===== src/rtl/ifu_pkg.sv =====
// Shared types and constants for the instruction fetch unit.
package ifu_pkg;

  typedef enum logic [1:0] {
    FETCH,
    STOPPING,
    HALTED
  } ifu_state_e;

  localparam logic [31:0] HALT_INSTR = 32'hFFFF_FFFF;
  localparam int unsigned PC_STEP    = 4;

endpackage


===== src/rtl/ifu_fifo.sv =====
// Synchronous FIFO with flush and occupancy count; head reads as zero when empty.
module ifu_fifo #(
  parameter int WIDTH = 64,
  parameter int DEPTH = 4
) (
  input  logic                     clk,
  input  logic                     reset,
  input  logic                     flush,
  input  logic                     push,
  input  logic [WIDTH-1:0]         pushData,
  input  logic                     pop,
  output logic [WIDTH-1:0]         popData,
  output logic                     popValid,
  output logic [$clog2(DEPTH):0]   count
);

  localparam int PTR_W = $clog2(DEPTH);
  localparam int CNT_W = PTR_W + 1;

  logic [WIDTH-1:0] mem [DEPTH];
  logic [PTR_W-1:0] wrPtr;
  logic [PTR_W-1:0] rdPtr;
  logic             doPush;
  logic             doPop;

  assign popValid = (count != '0);
  assign doPop    = pop && popValid;
  // A push into a full FIFO is accepted when the head leaves in the same cycle.
  assign doPush   = push && ((count < CNT_W'(DEPTH)) || doPop);
  assign popData  = popValid ? mem[rdPtr] : '0;

  always_ff @(posedge clk) begin
    if (reset || flush) begin
      wrPtr <= '0;
      rdPtr <= '0;
      count <= '0;
    end else begin
      if (doPush) wrPtr <= wrPtr + PTR_W'(1);
      if (doPop)  rdPtr <= rdPtr + PTR_W'(1);
      count <= count + CNT_W'(doPush) - CNT_W'(doPop);
    end
  end

  always_ff @(posedge clk) begin
    if (doPush) mem[wrPtr] <= pushData;
  end

endmodule


===== src/rtl/instr_fetch_unit.sv =====
// Fetch stage: owns the fetch PC, issues in-order imem reads, buffers returned
// words and hands {pc, inst} to the core; handles redirects and halt.
module instr_fetch_unit
  import ifu_pkg::*;
#(
  parameter int                ADDR_W     = 32,
  parameter int                DATA_W     = 32,
  parameter int                FIFO_DEPTH = 4,
  parameter logic [ADDR_W-1:0] RESET_PC   = '0
) (
  input  logic              clk,
  input  logic              reset,
  output logic              imem_req_valid,
  input  logic              imem_req_ready,
  output logic [ADDR_W-1:0] imem_req_addr,
  input  logic              imem_rsp_valid,
  input  logic [DATA_W-1:0] imem_rsp_data,
  input  logic              redirect_valid,
  input  logic [ADDR_W-1:0] redirect_pc,
  output logic              inst_valid,
  input  logic              inst_ready,
  output logic [DATA_W-1:0] inst,
  output logic [ADDR_W-1:0] pc,
  output logic              halted,
  output ifu_state_e        dbgState
);

  // Handshakes: a transfer happens on a rising edge where valid && ready;
  // valid never depends on ready, and the payload is stable while valid is high.
  localparam int CNT_W = $clog2(FIFO_DEPTH) + 1;
  localparam int OCC_W = CNT_W + 1;
  localparam int ENT_W = ADDR_W + DATA_W;

  ifu_state_e        state;
  ifu_state_e        stateNext;
  logic [ADDR_W-1:0] fetchPc;
  logic [ADDR_W-1:0] rspPc;
  logic [CNT_W-1:0]  inflight;
  logic [CNT_W-1:0]  inflightNext;
  logic [CNT_W-1:0]  dropCnt;
  logic [CNT_W-1:0]  fifoCount;
  logic [OCC_W-1:0]  occupancy;
  logic [ENT_W-1:0]  headEntry;
  logic              reqFire;
  logic              instFire;
  logic              redirectEff;
  logic              rspDrop;
  logic              rspLive;
  logic              pushEn;
  logic              haltPushed;
  logic              haltPopped;

  assign redirectEff = redirect_valid && (state != HALTED);
  assign rspDrop     = imem_rsp_valid && (dropCnt != '0);
  assign rspLive     = imem_rsp_valid && (dropCnt == '0);
  assign pushEn      = rspLive && !redirect_valid && (state == FETCH);
  assign haltPushed  = pushEn && (imem_rsp_data == DATA_W'(HALT_INSTR));
  assign instFire    = inst_valid && inst_ready;
  assign haltPopped  = instFire && (inst == DATA_W'(HALT_INSTR));

  // Live outstanding requests plus buffered words must fit the FIFO; the extra
  // inflight bound keeps the counters in range across back-to-back redirects.
  assign occupancy      = {1'b0, inflight - dropCnt} + {1'b0, fifoCount};
  assign imem_req_valid = !reset && (state == FETCH) && !redirect_valid
                        && (inflight < CNT_W'(FIFO_DEPTH))
                        && (occupancy < OCC_W'(FIFO_DEPTH));
  assign imem_req_addr  = fetchPc;
  assign reqFire        = imem_req_valid && imem_req_ready;
  assign inflightNext   = inflight + CNT_W'(reqFire) - CNT_W'(imem_rsp_valid);

  // rspPc tracks the address of the oldest non-dropped response.
  always_ff @(posedge clk) begin
    if (reset) begin
      fetchPc  <= RESET_PC;
      rspPc    <= RESET_PC;
      inflight <= '0;
      dropCnt  <= '0;
    end else begin
      inflight <= inflightNext;
      if (redirectEff) begin
        fetchPc <= redirect_pc;
        rspPc   <= redirect_pc;
        dropCnt <= inflightNext;
      end else begin
        if (reqFire) fetchPc <= fetchPc + ADDR_W'(PC_STEP);
        if (rspDrop)      dropCnt <= dropCnt - CNT_W'(1);
        else if (rspLive) rspPc   <= rspPc + ADDR_W'(PC_STEP);
      end
    end
  end

  always_ff @(posedge clk) begin
    if (reset) state <= FETCH;
    else       state <= stateNext;
  end

  always_comb begin
    stateNext = state;
    case (state)
      FETCH:    if (!redirectEff && haltPushed) stateNext = STOPPING;
      STOPPING: begin
        if (redirectEff)     stateNext = FETCH;
        else if (haltPopped) stateNext = HALTED;
      end
      HALTED:   stateNext = HALTED;
      default:  stateNext = FETCH;
    endcase
  end

  assign halted   = (state == HALTED);
  assign dbgState = state;

  ifu_fifo #(
    .WIDTH (ENT_W),
    .DEPTH (FIFO_DEPTH)
  ) u_fifo (
    .clk      (clk),
    .reset    (reset),
    .flush    (redirectEff),
    .push     (pushEn),
    .pushData ({rspPc, imem_rsp_data}),
    .pop      (instFire),
    .popData  (headEntry),
    .popValid (inst_valid),
    .count    (fifoCount)
  );

  assign pc   = headEntry[ENT_W-1:DATA_W];
  assign inst = headEntry[DATA_W-1:0];

endmodule


===== config.mk =====
export PLATFORM = sky130hd
export DESIGN_NAME = instr_fetch_unit
export DESIGN_NICKNAME = d
export VERILOG_FILES = /design/src/rtl/ifu_pkg.sv /design/src/rtl/ifu_fifo.sv /design/src/rtl/instr_fetch_unit.sv
export SDC_FILE = /design/constraint.sdc
export NUM_CORES = 1
export LEC_CHECK = 0
export BUFFER_PORTS_ARGS = -buffer_cell sky130_fd_sc_hd__buf_2
export CORE_ASPECT_RATIO = 1.25
export CORE_UTILIZATION = 40
export CTS_BUF_LIST = sky130_fd_sc_hd__clkbuf_16
export CTS_CLUSTER_DIAMETER = 80
export DETAILED_ROUTE_END_ITERATION = 16
export GPL_TIMING_DRIVEN = 0
export HOLD_SLACK_MARGIN = 0.05
export PLACE_DENSITY_LB_ADDON = 0.05
export SLEW_MARGIN = 20
export SYNTH_ARGS = -nofsm -noshare
export SYNTH_HDL_FRONTEND = slang
export SYNTH_SLANG_ARGS = --single-unit

===== constraint.sdc =====
create_clock -name clk -period 3.83 [get_ports clk]
set_clock_uncertainty 0.05 [all_clocks]
set_input_delay 0.383 -clock clk [delete_from_list [all_inputs] [get_ports clk]]
set_output_delay 0.383 -clock clk [all_outputs]
set_load 0.02 [all_outputs]

Word-level counts from Yosys, hierarchy flattened. Memories as Yosys holds them, arrays and structs flattened. A register that Yosys moved wholly into a read port is not among the register bits. Cells that the tools add are included.

Bits in writable memories: 256. Word-level logic and storage cells: 77. Output and inout bits: 101. Memories: 1. Bits of input ports: 70. Bits in registers: 79.

Add/sub/neg operators: 11. Reduce and logical (&&, ||, !) cells: 30. Equality and inequality tests: 8. Muxes and demuxes: 16. $lt $le $gt $ge: 3.

Memories: u_fifo.mem (depth 4, bits a word 64, rd ports 1, clocked after Yosys merged registers in 1, wr ports 1, RTL line ifu_fifo.sv:20) `logic [WIDTH-1:0] mem [DEPTH];`.

Operators by type and width (count): 2-to-1 mux 32 bit (5); adder 32 x 3 -> 32 bit, second input constant (2); equality test 32 bit, second input constant (2); 2-to-1 mux 64 bit (1); logical AND 1 bit (16); 2-to-1 mux 2 bit (5); adder 3 x 1 -> 3 bit (2); < comparator 3 bit, second input constant (2); 2-to-1 mux 3 bit (2); case mux 2 bit (3 select lines) (1); nonzero test 2 bit (3); nonzero test 3 bit (2); subtractor 3 x 1 -> 3 bit (2); adder 2 x 1 -> 2 bit, second input constant (2); adder 3 x 3 -> 4 bit (1); < comparator 4 x 3 -> 1 bit, second input constant (1); inequality test 2 bit, second input constant (2); AND reduction 2 bit (2); logical NOT 1 bit (3); logical NOT 3 bit (1); inequality test 3 bit, second input constant (1); subtractor 3 x 1 -> 3 bit, second input constant (1); subtractor 3 bit (1); equality test 2 x 1 -> 1 bit, second input constant (1); other kinds (5) (7).

Depth between registers and ports, before layout.
Word-level depth: 9. Depth in mapped cells: 20. Gate-level depth less buffers: 19.

By module. A second synthesis with hierarchy kept.

Cell total of the unflattened synthesis: 920. Area, all modules: 14318.7 um^2.

Modules (own cells, without submodules): ifu_fifo (area each 10208.5 um^2, cells an instance 458, instances 1); instr_fetch_unit (area each 4110.2 um^2, cells an instance 462, instances 1).

Least setup slack after synthesis. Ideal clock, no wire load.

Path kind: flip-flop to flip-flop. Start point: reg inflight[0]. End point: reg dropCnt[2]. Buffers on the path: 1. Arrival time: 3.509 ns. Setup slack: 0.143 ns. Cell stages (with the launch flop): 21. Clock period less this slack: 3.687 ns. Cell sequence: dfxtp_1 inv_1 ha_1 inv_1 fa_1 xor2_1 xnor2_1 ha_1 nor4_1 and4b_1 buf_4 nand2_1 ha_1 inv_1 ha_1 fa_1 xnor2_1 xnor2_1 nor2_1 a21oi_1 nor2_1.

Cells in the longest elaborated chain, start to end: 8. Elaborated cells on any way between the ends: 10. Those cells by class: 4 x add/sub; 2 x order compare; 1 x mux; 3 x reduce/logical.

RTL lines: start, declared (RTL line instr_fetch_unit.sv:38) `logic [CNT_W-1:0] inflight;`; start signal, assigned (RTL line instr_fetch_unit.sv:79) `inflight <= inflightNext;`; subtractor 3 bit (RTL line instr_fetch_unit.sv:63) `assign occupancy = {1'b0, inflight - dropCnt} + {1'b0, fifoCount};`; adder 3 x 3 -> 4 bit (RTL line instr_fetch_unit.sv:63); < comparator 4 x 3 -> 1 bit (RTL line instr_fetch_unit.sv:66) `&& (occupancy < OCC_W'(FIFO_DEPTH));`; logical AND 1 bit (*) (RTL line instr_fetch_unit.sv:66); net imem_req_valid (RTL line instr_fetch_unit.sv:13) `output logic imem_req_valid,`; logical AND 1 bit (*) (RTL line instr_fetch_unit.sv:68) `assign reqFire = imem_req_valid && imem_req_ready;`; adder 3 x 1 -> 3 bit (*) (RTL line instr_fetch_unit.sv:69) `assign inflightNext = inflight + CNT_W'(reqFire) - CNT_W'(imem_rsp_valid);`; subtractor 3 x 1 -> 3 bit (*) (RTL line instr_fetch_unit.sv:69); 2-to-1 mux 3 bit (*) (RTL line instr_fetch_unit.sv:80) `if (redirectEff) begin`; end signal, assigned (RTL line instr_fetch_unit.sv:83) `dropCnt <= inflightNext;`; end signal, assigned (RTL line instr_fetch_unit.sv:86) `if (rspDrop) dropCnt <= dropCnt - CNT_W'(1);`; end, declared (RTL line instr_fetch_unit.sv:40) `logic [CNT_W-1:0] dropCnt;`.

The timed path passes the listed nets; every way through them passes the cells marked *. A chain may end at the register's enable or synchronous reset.

Worst setup path in the final report.
Start point: reg inflight[0]. End point: reg dropCnt[2].

Cells in the longest elaborated chain, start to end: 8. Elaborated cells on any way between the ends: 10. Those cells by class: 4 x add/sub; 2 x order compare; 1 x mux; 3 x reduce/logical.

RTL lines (RTL line): subtractor 3 bit (instr_fetch_unit.sv:63); adder 3 x 3 -> 4 bit (instr_fetch_unit.sv:63); < comparator 4 x 3 -> 1 bit (instr_fetch_unit.sv:66); logical AND 1 bit (instr_fetch_unit.sv:66); logical AND 1 bit (instr_fetch_unit.sv:68); adder 3 x 1 -> 3 bit (*) (instr_fetch_unit.sv:69); subtractor 3 x 1 -> 3 bit (*) (instr_fetch_unit.sv:69); 2-to-1 mux 3 bit (*) (instr_fetch_unit.sv:80).

Every way passes the cells marked *; elsewhere a longest branch is shown, timed or not.

==> metrics.md <==
| Metric | Value |
|---|---|
| Sw Ratio | 24.8% |
| Clk root buf | clkbuf_16 |
| Synth cell types | 50 |
| Final min period | 3.78 ns |
| Finished Core Util | 49.5% |
| Worst reg2reg path startpoint | inflight[0]$_SDFF_PP0_ |
| Area grow syn2layout | 21.5% |
| CTS tree | built |
| Crit start category | flip-flop |
| Max-slew headroom | 42.8% |
| Busiest grt layer | met2 |
| Number of CTS-inserted buffers | 36 |
| Clock Sinks | 337 |
| Hold Crit Depth | 1 |
| Met2 Track Usage GR | 33.7% |
| Drt pass-1 iters | 5 |
| Area occupied by multi-input gates | 4510 um2 |
| Most frequent cells in the layout | edfxtp_1 (256), buf_2 (182), dfxtp_1 (79) |
| Total Routing Usage GR | 19.8% |
| Detailed Route Iter0 Violations | 590 |
| NetSw | 2.15 mW |
| Synthesized net count | 997 |
| Total power | 8.70 mW |
| Residual DRC | 0 |
| Logic gate share of total power | 13.0% |
| Post-synthesis sequential area ratio | 66.2% |
| Most common cell after layout, fill and taps aside | edfxtp_1 |
| Post-Syn Area | 14100 um2 |
| Final nets | 1237 |
| Final Cycle Share | 98.8% |
| Initial antenna violation count | 8 |
| Post-Syn Area per Cell | 15.5 um2 |
| R2R depth | 20 |
| Gpl congestion | 0.812 |
| Grt met3 use | 4.45% |
| Detailed Route WL | 34700 um |
| Crit. End Element | flip-flop |
| Fill cells | 3083 |
| Setup TNS | 0 ns |
| CP Data Arrival Time | 4.13 ns |
| Top-Level Pins | 171 |
| Critical Path Fanout Max | 3 |
| DIE AREA | 35900 um2 |
| Die height | 212 um |
| Post-route ant nets | 0 |
| CP startpoint | inflight[0]$_SDFF_PP0_ |
| Status | completed |
| Internal power | 6.54 mW |
| H-tree depth | 2 |
| Clock Pin Slew Worst Setup and Hold Paths | 0.06 ns |
| Hpwl dp | 23800 um |
| Die W | 170 um |
| Core Area | 34500 um2 |
| Storage element area | 9310 um2 |
| Yosys Warn Count | 0 |
| Cell count after synthesis | 909 |
| Fmax | 264 MHz |
| Main synth FF type | edfxtp_1 |
| Met1 Use GR | 25.2% |
| Vias per inst | 5.31 |
| Maximum VDD drop | 268 uV |
| Critical Path RT | 4.17 ns |
| Placed insts | 1550 |
| Finished Layout Cells | 1647 |
| Pwr dens | 509 nW/um2 |
| Pin count of the biggest net entering global routing | 36 |
| Setup Viol. Count Final | 0 |
| Vias in the first global route | 8978 |
| Slew @ Worst Pin | 0.850 ns |
| Pins Over Slew Limit | 0 |
| Sequential power share | 48.8% |
| Worst r2r dst | dropCnt[2]$_SDFFE_PP0P_ |
| Clock power frac | 38.2% |
| Clock Latency Late Sink | 0.52 ns |
| Hold endpoint | u_fifo.mem[3][19]$_DFFE_PP_ |
| DR vias | 8741 |
| Drt wl/cell | 21.1 um |
| Global-route wire length before repair | 53100 um |
| Kind of critical path | flip-flop to flip-flop |
| EDFF count, synth | 256 |
| Reg2Reg Setup Slack | 0.05 ns |
| Num rows | 76 |
| Final-report hold violation count | 0 |
| Hold_sp | imem_rsp_data[19] |
| Total grt overflow | 0 |
| PortBufs | 169 |
| Ys async rst share | 0% |
| Share of post-route cells with drive strength above 1 | 28.6% |
| Initial Util | 40.7% |
| Yosys reg bits | 337 |
| Unrepaired setup endpoints after global routing | true |
| # Max-Cap Violations | 0 |
| Leak | 6.06 nW |
| Hold Crit Class | primary input to flip-flop |
| Clk buf depth | 3 |
state kept, by name, indices dropped and copies added (netlist names), 3 cells and up, named ones only:
signal	count
rspPc	32
inflight	3
u_fifo.count	3
imem_req_addr	32
dropCnt	3
u_fifo.mem	256
stage by stage:
step	cell area [um2]	hold slack [ns]	worst slack, ns
floorplan	14100	0.410	0.143
global placement	15500	0.395	-1.25
finish	17100	0.0658	0.0457
global route	17100	0.0561	-0.204
detailed placement	15600	0.403	-0.117
CTS	17000	0.0507	0.0216
timing repair:
action                                  CTS  global route
endpoints found under the setup margin    1            24
hold buffers                             22             0
setup buffers                             2             5
hold endpoints to repair                 82             0
pin swaps                                 4            12
gates resized for setup                   3            27
power groups by stage:
stage / clock network, mW / registers [mW] / logic, mW
5_1_grt: 3.56 / 4.26 / 1.25
6_report: 3.32 / 4.24 / 1.13
3_5_place_dp: 0 / 4.31 / 1.06
4_1_cts: 3.41 / 4.24 / 1.10
3_3_place_gp: 0 / 4.32 / 1.05
2_1_floorplan: 0 / 4.30 / 0.670
logic make-up after synthesis:
kind of cell               count (synthesis)  synth area share, %
muxes                                     68                 10.7
adders and majority gates                 18                 1.76
AOI/OAI and AO/OA                        128                 5.88
xor gates and xnor gates                  35                 2.18
buffers and inverters                     72                 2.33
DFF                                      337                 66.2
and+or+nand+nor                          251                 10.9
worst max-delay path, stage by stage, from the launching register on:
cell     delay [ns]
dfxtp_2        0.32
inv_2          0.06
ha_4           0.12
inv_2          0.03
fa_2           0.36
xor2_2         0.15
xnor2_1        0.18
ha_1           0.26
nor4_2         0.24
and4b_1        0.26
buf_6          0.12
nand2_4        0.06
ha_4           0.27
inv_2          0.04
ha_4           0.15
fa_2           0.40
xnor2_2        0.15
xnor2_1        0.18
nor2_1         0.08
a21oi_2        0.12
nor2_1         0.05
Yosys cell counts (all sizes together) (7+ instances only):
cell type | count | share of area [%]
a211oi | 7 | 0.37
a21oi | 37 | 1.3
a31oi | 25 | 1.1
and2 | 76 | 3.4
and3 | 7 | 0.31
and4 | 13 | 0.83
buf | 22 | 1.0
clkbuf | 28 | 0.75
dfxtp | 81 | 12
edfxtp | 256 | 55
ha | 15 | 1.3
inv | 22 | 0.59
mux4 | 64 | 10
nand2 | 26 | 0.69
nand3 | 18 | 0.64
nand4 | 31 | 1.5
nor2 | 15 | 0.40
nor3 | 18 | 0.64
nor4 | 13 | 0.77
o21ai | 8 | 0.28
o21bai | 30 | 1.6
o31ai | 15 | 0.80
or3 | 11 | 0.49
or4 | 15 | 0.83
xnor2 | 24 | 1.5
xor2 | 11 | 0.69
cell type report:
type / instances / area share (%)
sequential: 337 / 54.5
multi-input combinational: 500 / 26.4
timing repair buffer: 202 / 7.06
clock buffer: 37 / 5.42
tap: 468 / 3.43
buffer: 50 / 1.50
clock inverter: 27 / 1.14
inverter: 22 / 0.483
antenna: 4 / 0.0586
how the worst max path moves through the flow:
stage	endpoint	slack [ns]	depth (start not counted)
after global routing	dropCnt[2]$_SDFFE_PP0P_	-0.20	20
final	dropCnt[2]$_SDFFE_PP0P_	0.05	20
after detailed placement	dropCnt[2]$_SDFFE_PP0P_	-0.12	20
after CTS	dropCnt[2]$_SDFFE_PP0P_	0.02	20
after floorplan	dropCnt[2]$_SDFFE_PP0P_	0.14	20
after global placement	u_fifo.mem[3][49]$_DFFE_PP_	-1.25	7
per-layer routing:
metal / up-vias / wire (um)
met5: - / 65
met4: 10 / 660
met3: 51 / 1960
met2: 228 / 17200
met1: 4387 / 14800
li1: 4065 / -
Note: power is estimated with default switching activity, not from simulation.
